[src/rtl/pipe_stall_ctrl.sv]
`default_nettype none
// ============================================================================
//  Module   : pipe_stall_ctrl
//  Purpose  : Stall/flush controller for the 6-stage MIPS pipeline. Drives the
//             per-stage hold (stall) and clear (flush) enables of the pipeline
//             registers and sequences multi-cycle MUL/DIV operations with a
//             down-counter that can be cut short by the unit's md_ready.
//  Ports    : clk, rst            clock (rising edge), synchronous active-high
//                                 reset
//             stallreq_id         load-use hazard request  -> stalls [ID:0]
//             stallreq_ex         generic EX request       -> stalls [EX:0]
//             mul_start/div_start MUL/DIV op present in EX (sampled in IDLE)
//             md_ready            mul/div result valid (early completion)
//             flush_req           exception/eret flush, highest priority
//             stall, flush        per-stage enables, bit0=PC ... bit5=WB
//             md_busy, md_done    FSM in MUL/DIV; 1-cycle completion pulse
//             perf_stall_cnt      cycles with any stall bit set
//             perf_md_cnt         cycles with md_busy set
//  Options  : define STALL_PERF_CNT_EN to build the saturating performance
//             counters; otherwise both perf ports are tied to zero.
//  Revision : 1.0  initial release
// ============================================================================
module pipe_stall_ctrl #(
  parameter int STAGES     = 6,
  parameter int ID_STAGE   = 2,
  parameter int EX_STAGE   = 3,
  parameter int MUL_CYCLES = 5,
  parameter int DIV_CYCLES = 33,
  parameter int CNT_W      = 6
) (
  input  logic              clk,
  input  logic              rst,
  input  logic              stallreq_id,
  input  logic              stallreq_ex,
  input  logic              mul_start,
  input  logic              div_start,
  input  logic              md_ready,
  input  logic              flush_req,
  output logic [STAGES-1:0] stall,
  output logic [STAGES-1:0] flush,
  output logic              md_busy,
  output logic              md_done,
  output logic [31:0]       perf_stall_cnt,
  output logic [31:0]       perf_md_cnt
);

  // The issuing cycle in IDLE is itself a stalled cycle, so the counter is
  // loaded with (cycles-1) and the op completes when it reaches zero.
  localparam logic [CNT_W-1:0] MUL_LOAD = CNT_W'(MUL_CYCLES - 1);
  localparam logic [CNT_W-1:0] DIV_LOAD = CNT_W'(DIV_CYCLES - 1);

  typedef enum logic [1:0] {
    S_IDLE = 2'd0,
    S_MUL  = 2'd1,
    S_DIV  = 2'd2
  } state_t;

  state_t             state_q, state_d;
  logic [CNT_W-1:0]   cnt_q, cnt_d;

  logic [STAGES-1:0]  m_id;
  logic [STAGES-1:0]  m_ex;
  logic [STAGES-1:0]  m_all;
  logic               md_stall;
  logic               md_done_c;
  logic [STAGES-1:0]  stall_c;

  // --------------------------------------------------------------------------
  // Stage masks: a request from stage k holds every stage from PC up to k.
  // --------------------------------------------------------------------------
  for (genvar gi = 0; gi < STAGES; gi++) begin : g_mask
    assign m_id[gi]  = (gi <= ID_STAGE);
    assign m_ex[gi]  = (gi <= EX_STAGE);
    assign m_all[gi] = 1'b1;
  end

  // --------------------------------------------------------------------------
  // Next-state / md control
  // --------------------------------------------------------------------------
  always_comb begin
    state_d   = state_q;
    cnt_d     = cnt_q;
    md_stall  = 1'b0;
    md_done_c = 1'b0;

    case (state_q)
      S_IDLE: begin
        // MUL wins when both starts are seen together; the DIV is dropped.
        if (mul_start) begin
          md_stall = 1'b1;
          if (MUL_CYCLES == 1) begin
            md_done_c = 1'b1;
          end else begin
            state_d = S_MUL;
            cnt_d   = MUL_LOAD;
          end
        end else if (div_start) begin
          md_stall = 1'b1;
          if (DIV_CYCLES == 1) begin
            md_done_c = 1'b1;
          end else begin
            state_d = S_DIV;
            cnt_d   = DIV_LOAD;
          end
        end
      end

      S_MUL, S_DIV: begin
        // New starts are ignored here: no restart, no counter reload.
        if ((cnt_q == '0) || md_ready) begin
          md_done_c = 1'b1;
          state_d   = S_IDLE;
          cnt_d     = '0;
        end else begin
          md_stall = 1'b1;
          cnt_d    = cnt_q - 1'b1;
        end
      end

      default: begin
        state_d = S_IDLE;
        cnt_d   = '0;
      end
    endcase

    // A flush aborts any op in flight and suppresses its completion pulse.
    if (flush_req) begin
      state_d   = S_IDLE;
      cnt_d     = '0;
      md_stall  = 1'b0;
      md_done_c = 1'b0;
    end
  end

  always_ff @(posedge clk) begin
    if (rst) begin
      state_q <= S_IDLE;
      cnt_q   <= '0;
    end else begin
      state_q <= state_d;
      cnt_q   <= cnt_d;
    end
  end

  // --------------------------------------------------------------------------
  // Outputs: combinational so the stall lands in the same cycle as the
  // request. The EX mask is a superset of the ID mask, so it simply wins.
  // --------------------------------------------------------------------------
  always_comb begin
    stall_c = '0;
    if (!flush_req) begin
      if (md_stall || stallreq_ex) begin
        stall_c = m_ex;
      end else if (stallreq_id) begin
        stall_c = m_id;
      end
    end
  end

  assign stall   = rst ? '0 : stall_c;
  assign flush   = (rst || !flush_req) ? '0 : m_all;
  assign md_busy = !rst && ((state_q == S_MUL) || (state_q == S_DIV));
  assign md_done = !rst && md_done_c;

  // --------------------------------------------------------------------------
  // Performance counters (optional)
  // --------------------------------------------------------------------------
`ifdef STALL_PERF_CNT_EN
  logic [31:0] perf_stall_q;
  logic [31:0] perf_md_q;

  always_ff @(posedge clk) begin
    if (rst) begin
      perf_stall_q <= '0;
      perf_md_q    <= '0;
    end else begin
      if ((stall != '0) && (perf_stall_q != 32'hFFFF_FFFF)) begin
        perf_stall_q <= perf_stall_q + 32'd1;
      end
      if (md_busy && (perf_md_q != 32'hFFFF_FFFF)) begin
        perf_md_q <= perf_md_q + 32'd1;
      end
    end
  end

  assign perf_stall_cnt = perf_stall_q;
  assign perf_md_cnt    = perf_md_q;
`else
  assign perf_stall_cnt = 32'h0;
  assign perf_md_cnt    = 32'h0;
`endif

endmodule
`default_nettype wire

[config.mk]
export PLATFORM = sky130hd
export DESIGN_NAME = pipe_stall_ctrl
export DESIGN_NICKNAME = d
export VERILOG_FILES = /design/src/rtl/pipe_stall_ctrl.sv
export SDC_FILE = /design/constraint.sdc
export NUM_CORES = 1
export LEC_CHECK = 0
export ABC_AREA = 1
export BUFFER_PORTS_ARGS = -buffer_cell sky130_fd_sc_hd__buf_2
export CAP_MARGIN = 25
export CORE_MARGIN = 4
export CORE_UTILIZATION = 35
export CTS_CLUSTER_DIAMETER = 200
export DETAILED_ROUTE_END_ITERATION = 12
export GPL_TIMING_DRIVEN = 0
export HOLD_SLACK_MARGIN = 0.08
export PLACE_DENSITY_LB_ADDON = 0.1
export SYNTH_ARGS = -nofsm -noshare
export SYNTH_HDL_FRONTEND = slang
export SYNTH_SLANG_ARGS = --single-unit
[constraint.sdc]
create_clock -name clk -period 5.5 [get_ports clk]
set_clock_uncertainty 0.2 [all_clocks]
set_input_delay 1.65 -clock clk [delete_from_list [all_inputs] [get_ports clk]]
set_output_delay 1.65 -clock clk [all_outputs]
set_load 0.05 [all_outputs]
==> results_dict.tcl <==
set metrics [dict create \
    regArea_um2 160 \
    max_freq_mhz 219 \
    routabilityCongestion 0.777 \
    critical_path.slowest_cell "buf_2" \
    antenna_found_initial 0 \
    maxSlewViolCount 0 \
    irDropWorstVdd_mv 0.115 \
    vias 955 \
    post_cts_buffers 0 \
    portBuffers 19 \
    rsz0062_at_grt "false" \
    cts-buffers-inserted 3 \
    dp_hpwl_um 1850 \
    grt-ovfl-total 0 \
    cp_slowest_stage_delay_ns 0.30 \
    hold_buffers 0 \
    clk_latency_ns 0.25 \
    core-area_um2 3080 \
    grt_max_degree 11 \
    crit_path_frequent_cell "buf_2" \
    cts_tree "done" \
    synth_top_area_share_pct 48.3 \
    detail_route.wl_per_cell_um 6.70 \
    status "complete, no violations" \
    diodes 0 \
    ys_ff_latch 8 \
    whs_ns 0.282 \
    crit_required_ns 3.65 \
    start_util_pct 36.8 \
    clock_sinks 8 \
    end_kind "primary output" \
    cts-htree-levels 1 \
    yosysWarnings 0 \
    netlist_instances 169 \
    postLayoutCoreUtil_pct 50.4 \
    n_fill_cell 335 \
    maxCapViolations 0 \
    grt_pass1_wl_um 3080 \
    nets 269 \
    cp_max_fo 8 \
    die_w_um 64.9 \
    arrival_ns 2.71 \
    netlist-cell-type-count 21 \
    seq_area_frac_synth_pct 14.1 \
    dr.pass1.iters 4 \
    finalCriticalPeriod_ns 4.56 \
    combPwrFrac_pct 64.7 \
    powerDensity_nw_per_um2 196 \
    rows 20 \
    synthToLayoutAreaGrowth_pct 36.8 \
    drc 0 \
    netlist_area_um2 1130 \
    ant_nets 0 \
    hold_viol 0 \
    clk_pin_slew_ns 0.05 \
    drtIter0Drc 8 \
    power.leakage_nw 1.01 \
    die_area_um2 4210 \
    startpoint_type "input pin" \
    cts_root_buffer "clkbuf_4" \
    finalWirelength_um 2010 \
    power_frac_seq_pct 20.5 \
    p_sw_uw 167 \
    p_int_uw 137 \
    synth.avg_cell_area_um2 6.71 \
    synth_largest_area_cell "buf_4" \
    fin_tns_setup_ns 0 \
    period_share_pct 82.9 \
    hp-class "flop to flop" \
    cts_resized 0 \
    clk_path_buf_depth 2 \
    finalSetupViolations 0 \
    grt_pass1_vias 743 \
    io-pin-count 86 \
    criticalPathCategory "input pin to primary output" \
    switching_share_pct 54.9 \
    die_h_um 64.9 \
    via_per_inst 3.18 \
    multi_input_area_um2 587 \
    clkPwrFrac_pct 14.8 \
    grt_util_all_layers_pct 9.02 \
    finalPower_uw 304 \
    worstPathCellList "buf_2 -> nor2_1 -> inv_1 -> a211oi_1 -> buf_2" \
    yosys-top-cells-area "buf_4 48%, dfxtp_1 14%, nand2_1 7.6%, inv_1 6.0%, nor2_1 4.6%" \
    final_layout_size_suffix_gt1_share_pct 40.2 \
]
==> cell usage in the layout, fill, tap and decap left out, types with 2 or more instances in the layout <==
cell type / Yosys / layout
nand2_1: 23 / 23
nor3_1: 2 / 2
conb_1: 1 / 66
ha_1: 3 / 3
buf_2: 0 / 19
nand3_2: 2 / 2
nand3_1: 6 / 6
buf_4: 73 / 73
nor2_1: 14 / 14
dfxtp_1: 8 / 8
a21oi_1: 7 / 7
clkbuf_4: 0 / 3
nand4_1: 2 / 2
inv_1: 18 / 18
o21ai_0: 2 / 2
==> logic make-up after synthesis <==
group | count (synthesis) | synth area share, %
AO/OA/AOI/OAI | 12 | 5.85
adder cells (fa/ha/maj) | 3 | 3.31
buffers and inverters | 93 | 55.6
flip-flops | 8 | 14.1
other | 1 | 0.331
AND/OR/NAND/NOR | 52 | 20.8
==> synth_stat cells <==
| library cell | instances |
|---|---|
| a211oi_1 | 1 |
| a21oi_1 | 7 |
| a21oi_2 | 1 |
| buf_4 | 73 |
| buf_6 | 1 |
| conb_1 | 1 |
| dfxtp_1 | 8 |
| ha_1 | 3 |
| inv_1 | 18 |
| inv_2 | 1 |
| nand2_1 | 23 |
| nand2_2 | 1 |
| nand3_1 | 6 |
| nand3_2 | 2 |
| nand4_1 | 2 |
| nor2_1 | 14 |
| nor2_2 | 1 |
| nor2_4 | 1 |
| nor3_1 | 2 |
| o21ai_0 | 2 |
| o21ai_1 | 1 |
==> state kept, by name, indices dropped and copies added, names as in the netlist <==
| name | cells |
|---|---|
| cnt_q | 6 |
| state_q | 2 |
==> layer usage <==
metal | track usage (%) | part of all wire (%) | vias up
met4 | 0.792 | 0 | 0
met3 | 3.64 | 10 | 0
met5 | 0 | 0 | -
met2 | 15.2 | 50 | 44
met1 | 11.1 | 40 | 356
li1 | - | - | 555
==> critical path: cells and delay by family <==
| kind | cells | cell delay (ns) |
|---|---|---|
| buf+inv | 3 | 0.63 |
| simple gates | 1 | 0.23 |
| compound gates | 1 | 0.20 |
==> per-stage QoR <==
stage / std cells / worst slack [ns] / area [um^2]
after global routing: 300 / 0.791 / 1550
final: 300 / 0.941 / 1550
after global placement: 297 / 0.913 / 1530
after floorplan: 234 / 0.497 / 1380
after CTS: 300 / 0.920 / 1550
after detailed placement: 297 / 0.922 / 1530
==> layout make-up <==
| type | count | area share (%) |
|---|---|---|
| well taps | 44 | 3.55 |
| repair buffers | 19 | 6.13 |
| inverters | 19 | 4.60 |
| flip-flops and latches | 8 | 10.3 |
| multi-input cells | 133 | 37.9 |
| plain buffers | 74 | 36.1 |
| clock buffers | 3 | 1.45 |
==> power groups by stage <==
| stage | clock [mW] | combinational (mW) | sequential (mW) |
|---|---|---|---|
| global route | 0.0514 | 0.208 | 0.0628 |
| global placement | 0 | 0.195 | 0.0636 |
| CTS | 0.0480 | 0.195 | 0.0624 |
| floorplan | 0 | 0.183 | 0.0631 |
| detailed placement | 0 | 0.195 | 0.0637 |
| finish | 0.0449 | 0.197 | 0.0624 |
==> worst paths after layout <==
check | start | end | slack [ns] | cells after the start
setup reg to reg | cnt_q[0] | cnt_q[4] | 3.87 | 7
hold reg to reg | state_q[1] | state_q[1] | 0.28 | 2
setup / recovery | rst | md_done | 0.94 | 5
hold / removal | state_q[1] | state_q[1] | 0.28 | 2
Note: power is estimated with default switching activity, not from simulation.
